--- src/rtl/kernel_stream_feeder.sv ---
// Host-to-kernel stream feeder: buffers a job of host words in a small
// first-word-fall-through FIFO and drives them out under kernel back-pressure.
module kernel_stream_feeder #(
  parameter int STREAMW    = 34,
  parameter int CNTW       = 16,
  parameter int FIFO_DEPTH = 4
) (
  input  logic               clk,
  input  logic               rst,
  input  logic               start,
  input  logic [CNTW-1:0]    nwords,
  input  logic               host_valid,
  input  logic [STREAMW-1:0] host_data,
  output logic               host_ready,
  output logic               ovalid,
  output logic [STREAMW-1:0] out1,
  input  logic               kready,
  output logic               busy,
  output logic               done,
  output logic [CNTW-1:0]    sent_cnt
);

  localparam int AW = $clog2(FIFO_DEPTH);

  typedef enum logic [1:0] {
    S_IDLE,
    S_RUN,
    S_DONE
  } state_e;

  state_e state_q, state_d;

  logic [CNTW-1:0] nwords_q, nwords_d;
  logic [CNTW-1:0] acc_cnt_q, acc_cnt_d;
  logic [CNTW-1:0] sent_cnt_q, sent_cnt_d;

  logic [AW:0] wr_ptr_q, wr_ptr_d;
  logic [AW:0] rd_ptr_q, rd_ptr_d;

  logic [STREAMW-1:0] mem_q [FIFO_DEPTH];
  logic [STREAMW-1:0] mem_d [FIFO_DEPTH];

  logic empty;
  logic full;
  logic push;
  logic pop;
  logic last_pop;

  assign empty = (wr_ptr_q == rd_ptr_q);
  assign full  = (wr_ptr_q[AW] != rd_ptr_q[AW]) &&
                 (wr_ptr_q[AW-1:0] == rd_ptr_q[AW-1:0]);

  // Registered full only: a same-cycle pop never frees room for a push.
  assign host_ready = (state_q == S_RUN) && !full &&
                      (acc_cnt_q < nwords_q);

  assign push = host_valid && host_ready;
  assign ovalid = !empty;
  assign pop = ovalid && kready;

  assign out1 = empty ? '0 : mem_q[rd_ptr_q[AW-1:0]];

  assign busy     = (state_q == S_RUN);
  assign done     = (state_q == S_DONE);
  assign sent_cnt = sent_cnt_q;

  assign last_pop = pop && ((sent_cnt_q + CNTW'(1)) == nwords_q);

  always_comb begin
    wr_ptr_d = wr_ptr_q;
    rd_ptr_d = rd_ptr_q;
    for (int i = 0; i < FIFO_DEPTH; i++) begin
      mem_d[i] = mem_q[i];
    end
    if (push) begin
      mem_d[wr_ptr_q[AW-1:0]] = host_data;
      wr_ptr_d = wr_ptr_q + (AW+1)'(1);
    end
    if (pop) begin
      rd_ptr_d = rd_ptr_q + (AW+1)'(1);
    end
  end

  always_comb begin
    state_d    = state_q;
    nwords_d   = nwords_q;
    acc_cnt_d  = acc_cnt_q;
    sent_cnt_d = sent_cnt_q;
    if (push) begin
      acc_cnt_d = acc_cnt_q + CNTW'(1);
    end
    if (pop) begin
      sent_cnt_d = sent_cnt_q + CNTW'(1);
    end
    unique case (state_q)
      S_IDLE: begin
        if (start) begin
          nwords_d   = nwords;
          acc_cnt_d  = '0;
          sent_cnt_d = '0;
          state_d    = (nwords == '0) ? S_DONE : S_RUN;
        end
      end
      S_RUN: begin
        if (last_pop) begin
          state_d = S_DONE;
        end
      end
      S_DONE: begin
        state_d = S_IDLE;
      end
      default: begin
        state_d = S_IDLE;
      end
    endcase
  end

  always_ff @(posedge clk) begin
    if (!rst) begin
      state_q    <= S_IDLE;
      nwords_q   <= '0;
      acc_cnt_q  <= '0;
      sent_cnt_q <= '0;
      wr_ptr_q   <= '0;
      rd_ptr_q   <= '0;
      for (int i = 0; i < FIFO_DEPTH; i++) begin
        mem_q[i] <= '0;
      end
    end else begin
      state_q    <= state_d;
      nwords_q   <= nwords_d;
      acc_cnt_q  <= acc_cnt_d;
      sent_cnt_q <= sent_cnt_d;
      wr_ptr_q   <= wr_ptr_d;
      rd_ptr_q   <= rd_ptr_d;
      for (int i = 0; i < FIFO_DEPTH; i++) begin
        mem_q[i] <= mem_d[i];
      end
    end
  end

endmodule

--- config.mk ---
export PLATFORM = sky130hd
export DESIGN_NAME = kernel_stream_feeder
export DESIGN_NICKNAME = d
export VERILOG_FILES = /design/src/rtl/kernel_stream_feeder.sv
export SDC_FILE = /design/constraint.sdc
export NUM_CORES = 1
export LEC_CHECK = 0
export BUFFER_PORTS_ARGS = -buffer_cell sky130_fd_sc_hd__buf_2
export CORE_ASPECT_RATIO = 1.4
export CORE_MARGIN = 2
export CORE_UTILIZATION = 53
export DETAILED_ROUTE_END_ITERATION = 6
export PLACE_DENSITY = 0.76
export SYNTH_ARGS = -nofsm -noshare
export SYNTH_HDL_FRONTEND = slang
export SYNTH_SLANG_ARGS = --single-unit
--- constraint.sdc ---
create_clock -name clk -period 2.1 [get_ports clk]
set_input_delay 0.315 -clock clk [delete_from_list [all_inputs] [get_ports clk]]
set_output_delay 0.315 -clock clk [all_outputs]
set_load 0.05 [all_outputs]
# == Word level (Yosys, flattened, before mapping) ==
# Memory sizes are Yosys's and may differ from the RTL's. A register that Yosys moved wholly into a read port is not among the register bits.
# Index checks and enable logic that the tools add are counted.
# totals
regBits,56
ramBits,136
in_bits,55
output_inout_bits,54
elab_cells,63
n_memories,1
# memory_table
name,words,width,read_ports,rd_ports_with_merged_regs,write_ports,line,rtl
mem_q,4,34,5,1,4,40,logic [STREAMW-1:0] mem_q [FIFO_DEPTH];
# classes
add_sub_neg,4
magnitude_cmp,3
n_eq_ne,8
mux,23
bitwise,5
n_reduce_logical,13
# op_table
operator,count
two-way mux 34 bit,6
bitwise mux 136 bit,1
two-way mux 136 bit,1
two-way mux 16 bit,6
demux 34 bit (select 2 bit),1
"adder 16 x 1 -> 16 bit, second input constant",2
== test 16 bit,1
logical NOT 16 bit,1
less-than comparator 16 bit,1
two-way mux 2 bit,5
logical AND 1 bit,7
"adder 3 x 1 -> 3 bit, second input constant",2
bitwise OR 1 bit,4
case mux 2 bit (2 select lines),1
AND reduction 2 bit,2
== test 3 bit,1
"greater-or-equal comparator 3 bit, second input constant",1
"less-than comparator 3 x 1 -> 1 bit, second input constant",1
NOT 2 -> 3 bit,1
"== test 2 x 1 -> 1 bit, second input constant",1
== test 2 bit,1
"== test 2 bit, second input constant",1
logical NOT 1 bit,2
logical NOT 2 bit,1
other kinds (4),5

# == Longest topological paths before layout ==
# Gate-level depths: netlist of the first run.
# logic_depth
ltp_word,9
ltp_mapped,11

# == Least setup slack after synthesis of the first run ==
# OpenSTA, ideal clock, no wires.
# synth_timing
path_kind,register to output
startpoint,register state_q[0]
endpoint,output port host_ready
t_arrival_ps,2513
t_required_ps,1785
setup_slack_ps,-728
stages_incl_launch_ff,7
cell_sequence,dfxtp_1 nor2b_1 o211ai_1 a221oi_2 o21ai_1 buf_2 nor2_1
# synth_between
elab_chain_cells,3
# synth_lines
item,line,rtl
from (decl),31,"state_e state_q, state_d;"
from (signal assigned),130,state_q <= state_d;
== test 2 x 1 -> 1 bit,-,
named net busy,18,"output logic busy,"
logical AND 1 bit (2 in a row),54,assign host_ready = (state_q == S_RUN) && !full &&
to (decl),14,"output logic host_ready,"
# The timed path passes the listed nets, and every way through them passes these cells.

# == Final worst setup path of the first run ==
# layout_timing
startpoint,register acc_cnt_q[5]
endpoint,register acc_cnt_q[8]
# layout_between
elab_chain_cells,6
word_cells_on_any_way,7
# layout_lines
item,line,rtl
from (decl),34,"logic [CNTW-1:0] acc_cnt_q, acc_cnt_d;"
from (signal assigned),132,acc_cnt_q <= acc_cnt_d;
less-than comparator 16 bit,55,(acc_cnt_q < nwords_q);
logical AND 1 bit,54,
logical AND 1 bit,57,assign push = host_valid && host_ready;
two-way mux 16 bit (*),89,if (push) begin
two-way mux 16 bit,97,if (start) begin
two-way mux 16 bit (*),95,unique case (state_q)
# Mark *: on every way between the ends. The rest lies on a longest branch, timed or not.
# A chain may end at the register's enable or synchronous reset.

==> Implementation_results.wiki, run 1 <==
{| class="wikitable"
! Metric !! Value
|-
| Largest net degree at the start of global routing || approximately 130
|-
| Peak per-stage delay on the critical path || 430 ps
|-
| CTS Hold Bufs || 0
|-
| TritonCTS Buffers || 17
|-
| Cell area power density || around 670 nW/um^2
|-
| Minimum setup slack after placement || -236 ps
|-
| Sum of net half-perimeters after detailed placement || 15100 um
|-
| Share of flip-flops with an asynchronous set or reset after synthesis || 0%
|-
| Detailed Route WL || 30300 um
|-
| Category of the worst setup path launch point || register
|-
| Initial antenna violation count || 1
|-
| Synth Instances || between 1000 and 1500
|-
| Failing checks || negative setup slack
|-
| Static Leakage || approximately 5.8 nW
|-
| Starting Density || 53.7%
|-
| Via count of the first global-routing pass || roughly 8800
|-
| DR WL met3 || between 1500 and 2000 um
|-
| Iteration count of the initial detailed-routing pass || 5
|-
| Data required, critical path || approximately 2500 ps
|-
| Final design area excluding fillers || approximately 13000 um^2
|-
| Master of the slowest instance on the critical path || sky130_fd_sc_hd__a221oi_2
|-
| Metal-1 WL || 10600 um
|-
| First-pass GRT wire length || around 46000 um
|-
| Worst setup slack after layout || -545 ps
|-
| Cell area after technology mapping || 9580 um^2
|-
| Placed instance area || around 11000 um^2
|-
| Highest clock frequency the design can meet || roughly 380 MHz
|-
| Category of the worst setup path capture point || register
|-
| Final-report max-slew violation count || 0
|-
| Fin util || between 70% and 80%
|-
| Antenna violation net count after detailed routing || 0
|-
| DIE WIDTH || approximately 120 um
|-
| I/O pin total || 109
|-
| Post-synthesis sequential area ratio || between 40 and 50%
|-
| Post-route fraction of the period consumed by the critical path || 126%
|-
| Num rows || between 50 and 60
|-
| Mean number of vias per cell || a little under 6
|-
| Average detailed-routed wire length per instance || about 21 um
|-
| Aggregate global routing overflow || 0
|-
| Syn_nets || around 1100
|-
| Worst clock skew || between 20 and 25 ps
|-
| Clock-pin slew on the worst setup and hold paths || around 80 ps
|-
| Chip height || ~160 um
|-
| Yosys Warn Count || 0
|-
| Critical path's most frequent cell || sky130_fd_sc_hd__buf_6
|-
| CP Max Fanout || 8
|-
| Worst-path cell chain || ha_4, a21oi_1, o21ai_1, a221oi_2, o21ai_4, buf_6, buf_6, buf_16, nor4_1, mux2i_1
|-
| Count of port buffers added during placement || roughly 110
|-
| Cell types with the highest counts after synthesis || 241 x sky130_fd_sc_hd__nand2_1, 194 x sky130_fd_sc_hd__dfxtp_1, 150 x sky130_fd_sc_hd__mux2i_1
|-
| CTS root buffer || sky130_fd_sc_hd__clkbuf_16
|-
| Worst voltage drop across the vdd grid || 0.577 mV
|-
| Final-layout setup total negative slack || -56840 ps
|-
| Family with the most delay on the worst path || compound AO/OA/AOI/OAI gates
|-
| Final setup viols || between 150 and 200
|-
| Core area || approximately 18000 um^2
|-
| Run status || complete, but fails checks
|-
| Average cell area after synthesis || ~9.6 um^2
|-
| Number of library cell types mapped by synthesis || 53
|-
| Relative max-transition margin || around 44%
|-
| Buf/Inv on CP || 3
|-
| Most repeated cell in the gate-level netlist after synthesis || sky130_fd_sc_hd__nand2_1
|-
| CTS tree || done
|-
| Shortest period the worst path allows || 2650 ps
|-
| Number of flip-flops and latches in the synthesized netlist || just under 200
|-
| Total GRT Usage || 30.6%
|-
| 1st-iter DRT viols || 592
|-
| Slew of the pin with the lowest slew margin || between 800 and 900 ps
|-
| Max-cap violations || 0
|-
| Share of layout cells above drive strength 1 || a little over a third
|-
| Critical path data arrival time || 3010 ps
|-
| Fin nets || ~1300
|-
| H-tree level count || 4
|-
| Clock network latency to the later pin of the worst-skew pair || about 460 ps
|-
| Kind of path behind the tightest hold check || primary input to register
|-
| Yosys top cell area share || 40.5%
|-
| Detailed-route DRC error count || 0
|-
| Count of clock tree sinks || roughly 190
|-
| Highest Signal Layer || met5
|-
| Dominant synthesized flop cell || sky130_fd_sc_hd__dfxtp_1
|-
| Die Footprint || approximately 19000 um^2
|-
| Routability congestion estimate || 0.859
|-
| Category of the most critical setup path || register to register
|-
| Leading area contributor after synthesis || sky130_fd_sc_hd__dfxtp_1
|-
| Minimum hold slack || roughly 120 ps
|-
| Number of hold violations in the final report || 0
|-
| Detail Route met2 WL || 15900 um
|-
| Area growth from synthesis to final layout || 37.0%
|-
| Number of synthesized flops with an enable pin || 0
|-
| Top cells by area in the synthesized netlist || sky130_fd_sc_hd__dfxtp_1 41%, sky130_fd_sc_hd__mux2i_1 16%, sky130_fd_sc_hd__nand2_1 9.4%, sky130_fd_sc_hd__mux4_2 8.0%, sky130_fd_sc_hd__ha_1 2.9%
|-
| Routed vias || ~8500
|-
| Clock Tree Buf Depth || 2
|-
| Setup repair after global routing missed its margin || true
|}
power breakdown:
part           total (mW)  internal, mW  switching [mW]
clock                3.28          1.60            1.68
combinational        1.68         0.797           0.885
sequential           3.79          3.74          0.0521
total                8.76          6.14            2.62
final cells by class:
cell class                      count  area [um^2]
Inverter                           22         87.6
Fill cell                        1112         4730
Antenna cell                        1         2.50
Clock buffer                       17          425
Timing Repair Buffer              225         2390
Multi-Input combinational cell    715         5820
Sequential cell                   194         3940
Tap cell                          240          300
Clock inverter                     15          154
placed cells by master, fill, tap and decap left out, types with 7 or more instances in the layout:
cell type and instances:
sky130_fd_sc_hd__nand2_1 241, sky130_fd_sc_hd__dfxtp_1 167, sky130_fd_sc_hd__mux2i_1 137, sky130_fd_sc_hd__buf_2 71, sky130_fd_sc_hd__buf_4 61, sky130_fd_sc_hd__buf_6 40
sky130_fd_sc_hd__nor2b_4 35, sky130_fd_sc_hd__mux4_2 34, sky130_fd_sc_hd__nor2_1 31, sky130_fd_sc_hd__a21oi_1 30, sky130_fd_sc_hd__buf_12 25, sky130_fd_sc_hd__nand4_1 20
sky130_fd_sc_hd__dfxtp_2 20, sky130_fd_sc_hd__clkbuf_16 18, sky130_fd_sc_hd__xor2_1 17, sky130_fd_sc_hd__xnor2_1 17, sky130_fd_sc_hd__buf_16 16, sky130_fd_sc_hd__nor4_1 14
sky130_fd_sc_hd__or3_1 13, sky130_fd_sc_hd__inv_1 12, sky130_fd_sc_hd__nand3_1 12, sky130_fd_sc_hd__ha_1 12, sky130_fd_sc_hd__mux2i_2 11, sky130_fd_sc_hd__buf_8 11
sky130_fd_sc_hd__ha_4 10, sky130_fd_sc_hd__inv_2 9, sky130_fd_sc_hd__and3_1 9, sky130_fd_sc_hd__dfxtp_4 7
worst reg2reg max path, stage by stage (launching register included):
cell	delay (ps)
sky130_fd_sc_hd__dfxtp_2	400
sky130_fd_sc_hd__ha_4	220
sky130_fd_sc_hd__a21oi_1	150
sky130_fd_sc_hd__o21ai_1	110
sky130_fd_sc_hd__a221oi_2	430
sky130_fd_sc_hd__o21ai_4	140
sky130_fd_sc_hd__buf_6	140
sky130_fd_sc_hd__buf_6	120
sky130_fd_sc_hd__buf_16	140
sky130_fd_sc_hd__nor4_1	420
sky130_fd_sc_hd__mux2i_1	280
kinds of logic after synthesis:
group,count (synthesis),share of synthesized area (%)
compound gates,65,4.54
xor+xnor,38,3.47
fa+ha+maj,22,2.87
buf+inv,92,5.63
flops,194,40.5
mux,184,23.7
simple gates,406,19.3
metrics by stage:
stage	power, mW	std cells
floorplan	4.53	1001
global placement	4.84	1344
detailed placement	4.85	1344
CTS	8.70	1434
global route	9.00	1428
finish	8.76	1429
sequential cells by signal, summed over array words and instances (netlist names), named ones only:
name       cells
rd_ptr_q       3
nwords_q      16
mem_q        136
sent_cnt      16
acc_cnt_q     16
wr_ptr_q       3
state_q        2
timing repair:
action | in CTS | in global routing
pin swaps | 22 | 12
gates cloned | 24 | 1
buffers inserted | 34 | 8
setup endpoints to repair | 191 | 193
gates resized for setup | 202 | 72
per-layer routing:
metal	vias to the layer above	track usage (%)
met3	142	6.04
met2	365	56.7
li1	3820	-
met5	-	0
met4	2	19.4
met1	4124	31.5
worst paths after layout:
kind,to,startpoint,depth (start not counted),slack [ps]
hold / removal,nwords_q[13],nwords[13],3,120
setup / recovery,acc_cnt_q[8],acc_cnt_q[5],10,-550
hold reg to reg,mem_q[2][18],mem_q[2][18],2,470
setup reg to reg,acc_cnt_q[8],acc_cnt_q[5],10,-550
No activity file was read; power rests on OpenSTA's default activity.
==> inputs of run 2 (changes only) <==
CORE_MARGIN = 5   (was 2)
clock period = 2.2 ns   (was 2.1 ns; I/O delays follow)
==> Implementation_results.wiki, run 2 (synthesis results as in run 1) <==
{| class="wikitable"
! Metric !! Value
|-
| Run status || complete, but fails checks
|-
| Failing checks || negative setup slack
|-
| Top reg by flops || mem_q
|-
| Fin nets || between 1000 and 1500
|-
| Fin util || roughly 74%
|-
| Total GRT Usage || 29.9%
|-
| Category of the most critical setup path || register to primary output
|-
| Area growth from synthesis to final layout || 38.8%
|-
| Count of clock tree sinks || 194
|-
| Commonest non-fill, non-tap cell in the layout || sky130_fd_sc_hd__nand2_1
|-
| Data required, critical path || approximately 1900 ps
|-
| Slew of the pin with the lowest slew margin || approximately 860 ps
|-
| Starting Density || between 50 and 60%
|-
| Final total power || around 8.5 mW
|-
| Die Footprint || 20900 um^2
|-
| Number of hold violations in the final report || 0
|-
| Via count of the first global-routing pass || 8842
|-
| Static Leakage || approximately 5.8 nW
|-
| I/O pin total || around 110
|-
| Final-layout setup total negative slack || -36490 ps
|-
| Worst voltage drop across the vdd grid || 0.573 mV
|-
| Category of the worst setup path capture point || primary output
|-
| Count of port buffers added during placement || 108
|-
| Most used cells in the layout excluding fill and tap cells || 241 x sky130_fd_sc_hd__nand2_1, 159 x sky130_fd_sc_hd__dfxtp_1, 128 x sky130_fd_sc_hd__mux2i_1, 71 x sky130_fd_sc_hd__buf_2, 57 x sky130_fd_sc_hd__buf_4
|-
| TritonCTS Buffers || 17
|-
| Clock Tree Buf Depth || 2
|-
| Category of the worst setup path launch point || register
|-
| Sum of net half-perimeters after detailed placement || around 15000 um
|-
| Max-cap violations || 0
|-
| Worst setup slack after layout || -326 ps
|-
| Setup repair after global routing missed its margin || true
|-
| Post-route fraction of the period consumed by the critical path || 115%
|-
| H-tree level count || 4
|-
| Cell area power density || roughly 640 nW/um^2
|-
| Core area || roughly 18000 um^2
|-
| Cell count after placement || around 1300
|-
| Mean number of vias per cell || between 6 and 7
|-
| Average detailed-routed wire length per instance || between 20 and 25 um
|-
| Clock network latency to the later pin of the worst-skew pair || approximately 450 ps
|-
| Number of filler cells placed in the layout || between 1000 and 1500
|-
| Detailed Route WL || 33500 um
|-
| Clock-pin slew on the worst setup and hold paths || ~70 ps
|-
| 1st-iter DRT viols || slightly below 800
|-
| Critical path data arrival time || between 2000 and 2500 ps
|-
| Routability congestion estimate || 0.875
|-
| Shortest period the worst path allows || roughly 2500 ps
|-
| Final setup viols || 190
|-
| Num rows || 58
|-
| CP Max Fanout || 2
|-
| Relative max-transition margin || roughly 42%
|-
| Highest clock frequency the design can meet || roughly 400 MHz
|-
| Final-report max-slew violation count || 0
|-
| Kind of path behind the tightest hold check || primary input to register
|-
| Routed vias || between 8000 and 9000
|-
| Initial antenna violation count || 1
|-
| First-pass GRT wire length || 48100 um
|-
| Detailed-route DRC error count || 0
|-
| Number of cells in the finished layout apart from fillers || approximately 1400
|-
| Worst clock skew || 13.6 ps
|-
| Iteration count of the initial detailed-routing pass || 6
|-
| CTS tree || done
|-
| Max FFs per register || 136
|-
| Aggregate global routing overflow || 0
|-
| Largest net degree at the start of global routing || 70
|-
| Chip height || 169 um
|-
| DIE WIDTH || about 120 um
|-
| Antenna violation net count after detailed routing || 0
|-
| CTS Hold Bufs || 0
|-
| Share of layout cells above drive strength 1 || between 30% and 40%
|-
| CTS root buffer || sky130_fd_sc_hd__clkbuf_16
|}
## run 2: changes by cell type in the layout (fill, tap and decap cells not counted), sizes merged
cell    delta
buf        -3
clkbuf     +3
clkinv     +1
inv        -1
## run 2: repair_timing
item                       4_1_cts  5_1_grt
gates resized for setup        221       71
buffers inserted                30       15
setup endpoints to repair      187      192
pin swaps                       28       14
gates cloned                    21        4
## run 2: metal layers
metal | GRT usage, % | part of all wire, %
met2 | 53.0 | 52
met3 | 5.18 | 6.5
met1 | 32.0 | 34
met5 | 0 | 0
met4 | 19.0 | 7.6
## run 2: report_power, final
group / switching [mW] / leakage, nW / total (mW) / internal (mW)
Combinational: 0.901 / 3.90 / 1.67 / 0.768
Clock: 1.63 / 0.286 / 3.17 / 1.53
Sequential: 0.0584 / 1.59 / 3.63 / 3.57
## run 2: area by class of cell
cell class                      instances  area (um^2)  share of cell area, %
Antenna cell                            1         2.50                 0.0188
Clock buffer                           17          425                   3.20
Clock inverter                         15          160                   1.20
Inverter                               22         85.1                  0.640
Multi-Input combinational cell        715         5960                   44.8
Sequential cell                       194         3940                   29.6
Tap cell                              240          300                   2.26
Timing Repair Buffer                  225         2430                   18.2
## run 2: path summary, 6_finish.rpt
kind	cells past startpoint	from	end	slack, ps
worst max-delay path	7	nwords_q[11]	host_ready	-330
worst min-delay path	3	nwords[12]	nwords_q[12]	120
worst min register to register	2	mem_q[3][33]	mem_q[3][33]	460
worst max register to register	12	acc_cnt_q[15]	mem_q[0][33]	-320
## run 2: per-stage QoR
step                setup slack [ps]  hold slack, ps  area (um^2)
finish                          -326             125        13300
global route                    -396             128        13300
CTS                             -332             127        13000
detailed placement              -132             450        10700
global placement               -89.1             441        10700
floorplan                      -13.9             435         9670
## run 2: worst max-delay path, cell delays in order (launching register included)
cell and delay (ps):
sky130_fd_sc_hd__dfxtp_2 340, sky130_fd_sc_hd__inv_2 40, sky130_fd_sc_hd__ha_4 250, sky130_fd_sc_hd__nand4_1 110, sky130_fd_sc_hd__or4_4 570, sky130_fd_sc_hd__o21ai_4 190, sky130_fd_sc_hd__nor2_2 60, sky130_fd_sc_hd__buf_6 170
